--- config.mk ---
export PLATFORM = sky130hd
export DESIGN_NAME = host_ctrl_regs
export DESIGN_NICKNAME = d
export VERILOG_FILES = /design/src/rtl/tsim_pkg.sv /design/src/rtl/host_ctrl_regs.sv
export SDC_FILE = /design/constraint.sdc
export NUM_CORES = 1
export LEC_CHECK = 0
export ABC_CLOCK_PERIOD_IN_PS = 2400
export CAP_MARGIN = 0
export CORE_MARGIN = 2
export CORE_UTILIZATION = 28
export CTS_CLUSTER_DIAMETER = 80
export DETAILED_ROUTE_END_ITERATION = 7
export HOLD_SLACK_MARGIN = 0.08
export PLACE_DENSITY = 0.54
export SLEW_MARGIN = 25
export SYNTH_ARGS = -nofsm -noshare
export SYNTH_HDL_FRONTEND = slang
export SYNTH_SLANG_ARGS = --single-unit
--- constraint.sdc ---
create_clock -name clock -period 2.4 [get_ports clock]
set_input_delay 0.24 -clock clock [delete_from_list [all_inputs] [get_ports clock]]
set_output_delay 0.24 -clock clock [all_outputs]
set_load 0.05 [all_outputs]
--- src/rtl/tsim_pkg.sv ---
// tsim_pkg: register offsets and FSM state type for the host control register block.
package tsim_pkg;
    typedef enum logic {IDLE, READ} state_t;
    localparam logic [7:0] REG_CTRL    = 8'h00;
    localparam logic [7:0] REG_EVC     = 8'h04;
    localparam logic [7:0] REG_CONST   = 8'h08;
    localparam logic [7:0] REG_LEN     = 8'h0C;
    localparam logic [7:0] REG_INP_LO  = 8'h10;
    localparam logic [7:0] REG_INP_HI  = 8'h14;
    localparam logic [7:0] REG_OUT_LO  = 8'h18;
    localparam logic [7:0] REG_OUT_HI  = 8'h1C;
endpackage

--- src/rtl/host_ctrl_regs.sv ---
// host_ctrl_regs: host-visible control/config registers that launch a compute stage
// and collect its finish flag and cycle count.
module host_ctrl_regs
    import tsim_pkg::*;
#(
    parameter int HOST_ADDR_BITS = 8,
    parameter int HOST_DATA_BITS = 32,
    parameter int MEM_ADDR_BITS  = 64
) (
    input  logic                      clock,
    input  logic                      reset,
    input  logic                      host_req_valid,
    input  logic                      host_req_opcode,
    input  logic [HOST_ADDR_BITS-1:0] host_req_addr,
    input  logic [HOST_DATA_BITS-1:0] host_req_value,
    output logic                      host_req_deq,
    output logic                      host_resp_valid,
    output logic [HOST_DATA_BITS-1:0] host_resp_bits,
    output logic                      launch,
    input  logic                      finish,
    input  logic                      event_counter_valid,
    input  logic [HOST_DATA_BITS-1:0] event_counter_value,
    output logic [HOST_DATA_BITS-1:0] constant,
    output logic [HOST_DATA_BITS-1:0] length,
    output logic [MEM_ADDR_BITS-1:0]  inp_baddr,
    output logic [MEM_ADDR_BITS-1:0]  out_baddr
);
    state_t                    r_state, w_state_nxt;
    logic                      w_deq, w_rd, w_wr;
    logic                      r_launch, r_finish;
    logic [HOST_DATA_BITS-1:0] r_evc, r_const, r_len, r_inp_lo, r_inp_hi, r_out_lo, r_out_hi;
    logic [HOST_DATA_BITS-1:0] r_resp, w_rdata;
    logic w_sel_ctrl, w_sel_evc, w_sel_const, w_sel_len;
    logic w_sel_inp_lo, w_sel_inp_hi, w_sel_out_lo, w_sel_out_hi;

    assign w_sel_ctrl   = host_req_addr == HOST_ADDR_BITS'(REG_CTRL);
    assign w_sel_evc    = host_req_addr == HOST_ADDR_BITS'(REG_EVC);
    assign w_sel_const  = host_req_addr == HOST_ADDR_BITS'(REG_CONST);
    assign w_sel_len    = host_req_addr == HOST_ADDR_BITS'(REG_LEN);
    assign w_sel_inp_lo = host_req_addr == HOST_ADDR_BITS'(REG_INP_LO);
    assign w_sel_inp_hi = host_req_addr == HOST_ADDR_BITS'(REG_INP_HI);
    assign w_sel_out_lo = host_req_addr == HOST_ADDR_BITS'(REG_OUT_LO);
    assign w_sel_out_hi = host_req_addr == HOST_ADDR_BITS'(REG_OUT_HI);

    always_ff @(posedge clock) begin
        if (reset) r_state <= IDLE;
        else       r_state <= w_state_nxt;
    end

    always_comb begin
        w_deq       = (r_state == IDLE) && host_req_valid;
        w_rd        = w_deq && !host_req_opcode;
        w_wr        = w_deq && host_req_opcode;
        w_state_nxt = w_rd ? READ : IDLE;
    end

    // Unmapped addresses fall through to zero but still get a response.
    always_comb begin
        w_rdata = w_sel_ctrl   ? {{(HOST_DATA_BITS-2){1'b0}}, r_finish, r_launch} :
                  w_sel_evc    ? r_evc    :
                  w_sel_const  ? r_const  :
                  w_sel_len    ? r_len    :
                  w_sel_inp_lo ? r_inp_lo :
                  w_sel_inp_hi ? r_inp_hi :
                  w_sel_out_lo ? r_out_lo :
                  w_sel_out_hi ? r_out_hi : '0;
    end

    always_ff @(posedge clock) begin
        if (reset) begin
            r_launch <= 1'b0;
            r_finish <= 1'b0;
            r_evc    <= '0;
            r_const  <= '0;
            r_len    <= '0;
            r_inp_lo <= '0;
            r_inp_hi <= '0;
            r_out_lo <= '0;
            r_out_hi <= '0;
            r_resp   <= '0;
        end else begin
            if (w_rd) r_resp <= w_rdata;
            // The finish pulse takes priority over a coincident ctrl write for both bits.
            if (finish) begin
                r_launch <= 1'b0;
                r_finish <= 1'b1;
            end else if (w_wr && w_sel_ctrl) begin
                r_launch <= host_req_value[0];
                if (host_req_value[0]) r_finish <= 1'b0;
            end
            if (event_counter_valid)     r_evc <= event_counter_value;
            else if (w_wr && w_sel_evc)  r_evc <= host_req_value;
            if (w_wr && w_sel_const)  r_const  <= host_req_value;
            if (w_wr && w_sel_len)    r_len    <= host_req_value;
            if (w_wr && w_sel_inp_lo) r_inp_lo <= host_req_value;
            if (w_wr && w_sel_inp_hi) r_inp_hi <= host_req_value;
            if (w_wr && w_sel_out_lo) r_out_lo <= host_req_value;
            if (w_wr && w_sel_out_hi) r_out_hi <= host_req_value;
        end
    end

    // Gating with reset lets a reset in the READ cycle suppress the response.
    assign host_req_deq    = w_deq;
    assign host_resp_valid = (r_state == READ) && !reset;
    assign host_resp_bits  = r_resp;
    assign launch          = r_launch;
    assign constant        = r_const;
    assign length          = r_len;
    assign inp_baddr       = MEM_ADDR_BITS'({r_inp_hi, r_inp_lo});
    assign out_baddr       = MEM_ADDR_BITS'({r_out_hi, r_out_lo});
endmodule

; Yosys cells after proc, flatten, opt, wreduce, memory -nomap -nowiden
; Cells that the tools add are included.
; W data, S select, Z words.
[totals]
input_bits = 78
register_bits = 259
elab_cells = 53
memories = 0
latchBits = 0
ram_bits = 0
mem_bits_ro = 0
output_inout_bits = 227
[op_classes]
bitwise_logic = 1
add_sub_neg = 0
eq_ne = 7
reduce_logical = 20
n_shift = 0
magnitude_cmp = 0
n_mul = 0
n_mux = 14
div = 0
[ops]
columns = cell, n
row1 = $mux W32, 10
row2 = $eq A8 B5 Y1 const B, 4
row3 = $eq A8 B4 Y1 const B, 2
row4 = $logic_and A1 B1 Y1, 12
row5 = $eq A8 B3 Y1 const B, 1
row6 = $logic_not A8 Y1, 1
row7 = $reduce_bool A2 Y1, 3
row8 = $mux W1, 4
row9 = $logic_not A1 Y1, 2
row10 = $reduce_and A2 Y1, 1
row11 = $reduce_or A2 Y1, 1
row12 = $not A1 Y1, 1

; Longest topological paths before layout
; Gate-level depths: netlist (run 1).
[depth]
ltp_word = 9
mapped_depth = 8
mapped_depth_nobuf = 5

; Worst setup path after synthesis (run 1)
; OpenSTA, ideal clock, no wires.
[synth_timing]
path_type = flip-flop to flip-flop
startpoint = register r_state
endpoint = register r_resp[10], in the netlist host_resp_bits[10]
setup_slack_ns = 0.189
setup_ns = 0.132
period_less_slack_ns = 2.211
stages_incl_launch_ff = 8
arrival_ns = 2.079
path_cell_list = dfxtp_1 -> nor2b_1 -> nor2b_1 -> clkbuf_1 -> clkbuf_1 -> nand3_1 -> o21ai_0 -> nor3_1
[synth_between]
elab_chain_cells = 3
[synth_rtl]
columns = item, line_no
row1 = from (decl), host_ctrl_regs.sv:28  ; state_t r_state, w_state_nxt;
row2 = from (signal assigned), host_ctrl_regs.sv:47  ; else r_state <= w_state_nxt;
row3 = $not A1 Y1, host_ctrl_regs.sv:51  ; w_deq = (r_state == IDLE) && host_req_valid;
row4 = $logic_and A1 B1 Y1, host_ctrl_regs.sv:51
row5 = via host_req_deq, host_ctrl_regs.sv:16  ; output logic host_req_deq,
row6 = $logic_and A1 B1 Y1, host_ctrl_regs.sv:52  ; w_rd = w_deq && !host_req_opcode;
row7 = to (signal assigned), host_ctrl_regs.sv:82  ; if (w_rd) r_resp <= w_rdata;
row8 = to (decl), host_ctrl_regs.sv:32  ; logic [HOST_DATA_BITS-1:0] r_resp, w_rdata;
; The timed path passes the listed nets, and every way through them passes these cells.
; A chain may end at the register's enable or synchronous reset.

; Final worst setup path (run 1)
[layout_timing]
startpoint = input port host_req_addr[6]
endpoint = register r_evc[2]
[layout_between]
elab_chain_cells = 3
[layout_rtl]
columns = item, line_no
row1 = from (decl), host_ctrl_regs.sv:14  ; input logic [HOST_ADDR_BITS-1:0] host_req_addr,
row2 = $eq A8 B3 Y1, host_ctrl_regs.sv:37  ; assign w_sel_evc = host_req_addr == HOST_ADDR_BITS'(REG_EVC);
row3 = $logic_and A1 B1 Y1, host_ctrl_regs.sv:92  ; else if (w_wr && w_sel_evc) r_evc <= host_req_value;
row4 = $reduce_bool A2 Y1 (no source line), n/a
row5 = to (signal assigned), host_ctrl_regs.sv:91  ; if (event_counter_valid) r_evc <= event_counter_value;
row6 = to (signal assigned), host_ctrl_regs.sv:92
row7 = to (decl), host_ctrl_regs.sv:31  ; logic [HOST_DATA_BITS-1:0] r_evc, r_const, r_len, r_inp_lo, r_inp_hi, r_out_lo, r_out_hi;
; Every way passes these cells.

==> parameters.txt, run 1 <==
Parameter                              Value

Detailed routing
  Post-detailed-route wirelength per cell ... 21.59 um
  Total number of vias ... 12010
  DRC violations left ... 0
  Number of DRC markers after the initial detailed-route iteration ... 935
  Final routed wirelength across all metal layers ... 50.48 mm
  Detailed-route vias per instance ... 5.135
  Initial DRT Pass Iterations ... 6
  Final antenna-violating net count ... 0

Clock tree
  CTS tree ... yes
  Number of buffers created by CTS ... 31
  Sinks on Clock Net ... 259
  Clock transition at the registers of the reported paths ... 60 ps
  Count of buffers added by post-CTS timing repair for setup ... 0
  Clock latency reported for the late side of the worst-skew pair ... 580 ps
  # resized after CTS ... 0
  Cell chosen for the clock root ... sky130_fd_sc_hd__clkbuf_16
  Clock Path Buffers ... 3
  Number of hold buffers added after cts ... 0
  Number of H-tree levels ... 1

GRT
  Number of global-route vias before repair ... 11410
  Largest net degree at the start of global routing ... 80
  All-layer global routing usage ... 0.2299
  Initial antenna violation count ... 2
  Remaining global-route overflow ... 0
  Wire length of the first global-routing pass ... 73.42 mm

Setup path
  Endpoint of the most critical register-to-register path ... r_evc[2]$_SDFFE_PP0P_
  Flop2flop setup slack ... 590 ps
  Largest fanout of any net on the critical path ... 18
  CP startpoint kind ... primary input
  Element type at the critical path end ... flop
  Beginning of the critical path ... host_req_addr[6]
  Destination of the critical timing path ... r_evc[2]$_SDFFE_PP0P_
  CP arrival ... 2630 ps
  Cell count of the worst reg-to-reg path ... 6
  Path type of the worst setup path ... primary input to flop
  Startpoint of the lowest-slack register-to-register path ... r_state$_SDFF_PP0_
  Worst Path Required ... 2840 ps

STA
  Final hold slack ... 166.9 ps
  Clock skew after layout ... 26.68 ps
  Final hold violations ... 0
  RSZ-0062 raised after global routing ... no
  Setup-violating endpoint count in the final report ... 0
  Final period demand of the worst path ... 2193 ps
  Final slew viol count ... 0
  Actual transition at the worst max-transition pin ... 648.6 ps
  F_max ... 455.9 MHz
  Worst relative slew slack ... 0.5663
  Setup_tns ... 0 ps
  Period utilization ... 0.9139

Final layout
  Proportion of layout cells with a drive suffix above 1 ... 0.1114
  Number of filler instances in the final layout ... 4138
  NumNets Final ... 1861
  Syn-to-layout area delta ... 46.51%

Yosys
  Mapped Avg Cell Area ... 7.641 sq um
  Library cell with the highest instance count after synthesis ... sky130_fd_sc_hd__nand2_1
  Number of synthesized flops with an enable pin ... 0
  Top cells by count, synth ... 455 x sky130_fd_sc_hd__nand2_1, 259 x sky130_fd_sc_hd__dfxtp_1, 224 x sky130_fd_sc_hd__a21oi_1
  Combined area of all synthesized cells ... 11430 sq um
  Synth area leader ... sky130_fd_sc_hd__dfxtp_1
  Share of synthesized area occupied by flip-flops and latches ... 0.4536
  Number of distinct standard cells referenced by the synthesized netlist ... 39
  Count of mapped cells out of synthesis ... 1496
  Top post-synthesis cells by area ... sky130_fd_sc_hd__dfxtp_1 45%, sky130_fd_sc_hd__nand2_1 15%, sky130_fd_sc_hd__a21oi_1 9.8%
  YS warnings ... 0
  Top FF cell, synth ... sky130_fd_sc_hd__dfxtp_1
  Area share of the largest cell type after synthesis ... 0.4536
  Count of state elements after synthesis ... 259
  Share of flip-flops with an asynchronous set or reset after synthesis ... 0
  Net count of the mapped netlist ... 1574

Outcome
  Outcome ... completed

Power
  Maximum resistive drop on vdd ... 0.5911 mV
  Total leakage power ... 5.560 nW
  Power per cell area ... 611.9 nW/um^2

Floorplanning
  Initial core utilization ... 0.2819
  Floorplan row count ... 74
  I/O pin cnt ... 305
  Core region area ... 40550 sq um
  Die area ... 42460 sq um
  Width of the die ... 206.1 um
  Die Y-Extent ... 206.1 um

Placement
  Port Buffer Count ... 304
  Placed wire-length estimate ... 35.48 mm
  Weighted congestion reported at the end of routability-driven placement ... 0.8730

Hold path
  Hold/Removal Path Class ... primary input to flop

Job
  Reported max-cap violation count ... 0
-- how the worst min path moves through the flow --
stage / cells after the start / to / start
CTS: 2 / r_evc[2]$_SDFFE_PP0P_ / reset
finish: 2 / r_evc[0]$_SDFFE_PP0P_ / reset
floorplan: 1 / launch$_SDFFE_PP0P_ / finish
global route: 2 / r_evc[0]$_SDFFE_PP0P_ / reset
global placement: 2 / r_out_lo[12]$_SDFFE_PP0P_ / r_out_lo[12]$_SDFFE_PP0P_
detailed placement: 2 / r_out_hi[19]$_SDFFE_PP0P_ / r_out_hi[19]$_SDFFE_PP0P_
-- placed cells by master, fill, tap and decap left out, types with 6 or more instances in the layout --
| master | netlist | final |
|---|---|---|
| sky130_fd_sc_hd__a211oi_1 | 8 | 8 |
| sky130_fd_sc_hd__a21oi_1 | 224 | 224 |
| sky130_fd_sc_hd__a22oi_1 | 30 | 30 |
| sky130_fd_sc_hd__a31oi_1 | 62 | 62 |
| sky130_fd_sc_hd__and2_1 | 9 | 7 |
| sky130_fd_sc_hd__and2_2 | 0 | 6 |
| sky130_fd_sc_hd__buf_12 | 0 | 30 |
| sky130_fd_sc_hd__buf_4 | 2 | 58 |
| sky130_fd_sc_hd__clkbuf_16 | 0 | 31 |
| sky130_fd_sc_hd__clkbuf_8 | 0 | 7 |
| sky130_fd_sc_hd__clkdlybuf4s50_1 | 0 | 299 |
| sky130_fd_sc_hd__dfxtp_1 | 259 | 259 |
| sky130_fd_sc_hd__mux2_1 | 20 | 20 |
| sky130_fd_sc_hd__mux2_2 | 35 | 35 |
| sky130_fd_sc_hd__mux2i_1 | 28 | 28 |
| sky130_fd_sc_hd__nand2_1 | 455 | 448 |
| sky130_fd_sc_hd__nand2_2 | 0 | 7 |
| sky130_fd_sc_hd__nand3_1 | 32 | 32 |
| sky130_fd_sc_hd__nor2_1 | 61 | 61 |
| sky130_fd_sc_hd__nor2b_1 | 10 | 9 |
| sky130_fd_sc_hd__nor3_1 | 37 | 37 |
| sky130_fd_sc_hd__o21ai_0 | 62 | 62 |
-- area by class of cell --
class                           count  area (sq um)  share of cell area
Inverter                            1         3.754           0.0002241
Sequential cell                   259          5185              0.3096
Antenna cell                        2         5.005           0.0002988
Clock inverter                     13         178.9             0.01068
Tap cell                          532         665.6             0.03975
Clock buffer                       41         873.3             0.05215
Multi-Input combinational cell   1101          5788              0.3456
Timing Repair Buffer              389          4048              0.2417
-- routing by layer --
layer | share of wire | wire [um] | vias to the layer above | global-route usage
met5 | 0 | 0 | - | 0
met4 | 0.022 | 1122 | 0 | 0.06250
met3 | 0.084 | 4228 | 69 | 0.03784
met2 | 0.44 | 22410 | 549 | 0.3573
met1 | 0.45 | 22720 | 5706 | 0.3278
li1 | - | - | 5681 | -
-- worst max-delay path, cell delays in order --
cell and delay [ps]:
sky130_fd_sc_hd__clkdlybuf4s50_1 510, sky130_fd_sc_hd__or4_2 780, sky130_fd_sc_hd__nor3b_4 340, sky130_fd_sc_hd__buf_12 220
sky130_fd_sc_hd__mux2_1 340, sky130_fd_sc_hd__mux2i_1 140, sky130_fd_sc_hd__nor2_1 50
-- per-stage QoR --
step	setup WS [ps]	util	area [sq um]	std cells	total power, W
3_5_place_dp	-379.4	0.3869	15690	2282	0.005410
4_1_cts	218.2	0.4128	16740	2336	0.01033
5_1_grt	154.8	0.4130	16750	2338	0.01055
2_1_floorplan	189.1	-	11430	1496	0.004937
6_report	206.7	0.4130	16750	2338	0.01025
3_3_place_gp	-357.6	0.3869	15690	2282	0.005405
-- registers in the layout, indices dropped and copies added, names as in the netlist --
| signal | cells |
|---|---|
| host_resp_bits | 32 |
| r_state | 1 |
| r_evc | 32 |
| launch | 1 |
| r_inp_lo | 32 |
| r_out_lo | 32 |
| constant | 32 |
| length | 32 |
| r_finish | 1 |
| r_inp_hi | 32 |
| r_out_hi | 32 |
-- logic make-up after synthesis --
family	after synthesis	share of synthesized area
AOI/OAI and AO/OA	394	0.1900
buffers and inverters	136	0.04860
DFF	259	0.4536
muxes	84	0.08067
and+or+nand+nor	623	0.2271
-- report_power, final --
part | switching, W | total (W) | internal [W]
Combinational | 0.000564 | 0.000915 | 0.000350
Clock | 0.00196 | 0.00492 | 0.00297
Sequential | 0.0000407 | 0.00441 | 0.00437
No activity file was read; power rests on OpenSTA's default activity.
==> inputs of run 2 (changes only) <==
--- a/config.mk
+++ b/config.mk
@@ -8,11 +8,11 @@
 export ABC_CLOCK_PERIOD_IN_PS = 2400
 export CAP_MARGIN = 0
 export CORE_MARGIN = 2
-export CORE_UTILIZATION = 28
+export CORE_UTILIZATION = 49
 export CTS_CLUSTER_DIAMETER = 80
 export DETAILED_ROUTE_END_ITERATION = 7
 export HOLD_SLACK_MARGIN = 0.08
-export PLACE_DENSITY = 0.54
+export PLACE_DENSITY = 0.84
 export SLEW_MARGIN = 25
 export SYNTH_ARGS = -nofsm -noshare
 export SYNTH_HDL_FRONTEND = slang
==> run 2 against run 1 <==
  * Combinational power is 4.4% lower
  * Setup slack better by 110 ps
  * Utilization rose by 29 points
  * First-iteration DRC count grew 28%
  * Sequential cell count stayed put
  * Cell count is 10% lower
  * Global-route usage is 11 points higher
  * Worst hold slack got worse by 44 ps
==> parameters.txt, run 2 (same netlist as run 1, synthesis figures left out) <==
Parameter                              Value

Outcome
  Outcome ... completed

Clock tree
  Number of H-tree levels ... 1
  Number of buffers created by CTS ... 27
  Count of buffers added by post-CTS timing repair for setup ... 0
  Cell chosen for the clock root ... sky130_fd_sc_hd__clkbuf_16
  CTS tree ... yes
  Clock latency reported for the late side of the worst-skew pair ... 530 ps
  # resized after CTS ... 0
  Number of hold buffers added after cts ... 0
  Clock Path Buffers ... 3
  Sinks on Clock Net ... 259
  Clock transition at the registers of the reported paths ... 60 ps

GRT
  Number of global-route vias before repair ... 11700
  Initial antenna violation count ... 3
  Wire length of the first global-routing pass ... 65.66 mm
  Remaining global-route overflow ... 0
  All-layer global routing usage ... 0.3415
  Largest net degree at the start of global routing ... 136

STA
  Final slew viol count ... 0
  Clock skew after layout ... 7.184 ps
  RSZ-0062 raised after global routing ... no
  Setup-violating endpoint count in the final report ... 0
  Period utilization ... 0.8694
  Worst Setup Slack, final ... 313.3 ps
  Final hold violations ... 0
  Actual transition at the worst max-transition pin ... 872.7 ps
  Final period demand of the worst path ... 2087 ps
  Worst relative slew slack ... 0.4182
  F_max ... 479.2 MHz
  Setup_tns ... 0 ps

Setup path
  CP arrival ... 1850 ps
  Path type of the worst setup path ... flop to output pin
  Maximum cell stage delay along the critical path ... 860 ps
  Critical path's top delay family ... buffers and inverters
  Largest fanout of any net on the critical path ... 3
  CP bufs+invs ... 1
  Startpoint of the lowest-slack register-to-register path ... r_state$_SDFF_PP0_
  CP startpoint kind ... flop
  Worst-path cell with the longest stage delay ... sky130_fd_sc_hd__clkdlybuf4s50_1
  Number of gates on the worst path with buffers counted ... 1
  Worst Path Required ... 2160 ps
  Destination of the critical timing path ... length[0]
  Ordered cell list for the critical path ... clkdlybuf4s50_1
  Element type at the critical path end ... output pin
  Cell count of the worst reg-to-reg path ... 6
  Beginning of the critical path ... length[0]$_SDFFE_PP0P_
  Flop2flop setup slack ... 390 ps
  Endpoint of the most critical register-to-register path ... r_out_hi[6]$_SDFFE_PP0P_

Placement
  Port Buffer Count ... 304
  Post-place setup slack ... -134.8 ps
  Placed wire-length estimate ... 30.10 mm
  Weighted congestion reported at the end of routability-driven placement ... 0.9653
  Placed Instances ... 2053

Final layout
  Proportion of layout cells with a drive suffix above 1 ... 0.09569
  Number of filler instances in the final layout ... 1798
  Leading cell type in the layout, fill and taps excluded ... sky130_fd_sc_hd__nand2_1
  Area used by multi-input combinational logic ... 5762 sq um
  Non-filler instance count after layout ... 2100
  Most frequent cells in the layout ... 455 x sky130_fd_sc_hd__nand2_1, 300 x sky130_fd_sc_hd__clkdlybuf4s50_1, 259 x sky130_fd_sc_hd__dfxtp_1, 224 x sky130_fd_sc_hd__a21oi_1, 65 x sky130_fd_sc_hd__buf_4
  Footprint of the flip-flops and latches ... 5185 sq um
  NumNets Final ... 1847
  Antenna diode count ... 0
  Syn-to-layout area delta ... 39.79%

Hold path
  Hold/Removal Path Class ... primary input to flop
  Hold Path Stages ... 2

Detailed routing
  Initial DRT Pass Iterations ... 6
  Post-detailed-route wirelength per cell ... 20.93 um
  DRC violations left ... 0
  Final antenna-violating net count ... 0
  Number of DRC markers after the initial detailed-route iteration ... 1201
  Detailed-route vias per instance ... 5.955
  Final routed wirelength across all metal layers ... 43.96 mm
  Total number of vias ... 12510

Power
  Power Total ... 0.009500 W
  Power per cell area ... 594.5 nW/um^2
  Switching portion of total power ... 0.2449
  Power share of the sequential group ... 0.464
  Portion of total power attributed to the clock network ... 0.444
  Sw power ... 0.002326 W
  Int Power ... 0.007174 W
  Part of the power in combinational logic ... 0.092
  Total leakage power ... 5.359 nW
  Maximum resistive drop on vdd ... 0.5193 mV

Floorplanning
  Width of the die ... 156.7 um
  Die Y-Extent ... 156.7 um
  I/O pin cnt ... 305
  Initial core utilization ... 0.5018
  Die area ... 24570 sq um
  Floorplan row count ... 55
  Core region area ... 22780 sq um

Job
  Reported max-cap violation count ... 0
==> run 2: worst min-delay path by stage <==
stage / slack, ps / end / from
floorplan: 320 / launch$_SDFFE_PP0P_ / finish
global placement: 450 / r_out_hi[2]$_SDFFE_PP0P_ / r_out_hi[2]$_SDFFE_PP0P_
detailed placement: 460 / r_out_hi[7]$_SDFFE_PP0P_ / r_out_hi[7]$_SDFFE_PP0P_
CTS: 120 / r_finish$_SDFFE_PP0P_ / reset
global route: 140 / r_state$_SDFF_PP0_ / reset
finish: 120 / r_finish$_SDFFE_PP0P_ / reset
==> run 2: stage by stage <==
| stage | utilization | hold WS, ps | instance area (sq um) |
|---|---|---|---|
| floorplan | - | 318.5 | 11430 |
| global placement | 0.6626 | 453.9 | 15090 |
| detailed placement | 0.6626 | 460.0 | 15090 |
| CTS | 0.7015 | 117.1 | 15980 |
| global route | 0.7015 | 140.5 | 15980 |
| finish | 0.7015 | 122.9 | 15980 |
==> run 2: power groups by stage <==
| stage | registers [W] | logic, W | clock network, W |
|---|---|---|---|
| floorplan | 0.00461 | 0.000332 | 0 |
| global route | 0.00441 | 0.000920 | 0.00439 |
| global placement | 0.00450 | 0.000841 | 0 |
| CTS | 0.00441 | 0.000858 | 0.00422 |
| detailed placement | 0.00450 | 0.000850 | 0 |
| finish | 0.00441 | 0.000875 | 0.00422 |
==> run 2: layout make-up <==
cell class | instances | area share
multi-input combinational | 1101 | 0.3606
inverter | 1 | 0.0002349
timing repair buffer | 379 | 0.2347
clock buffer | 36 | 0.04878
sequential | 259 | 0.3245
tap | 313 | 0.02451
clock inverter | 11 | 0.006734
==> run 2: metal layers <==
metal | wire (um) | share of wire | vias to the layer above | GRT usage
met5 | 31 | 0.00071 | - | 0
met4 | 1750 | 0.040 | 4 | 0.1394
met3 | 5430 | 0.12 | 123 | 0.08474
met2 | 19750 | 0.45 | 801 | 0.5307
met1 | 16990 | 0.39 | 5924 | 0.4541
li1 | - | - | 5654 | -
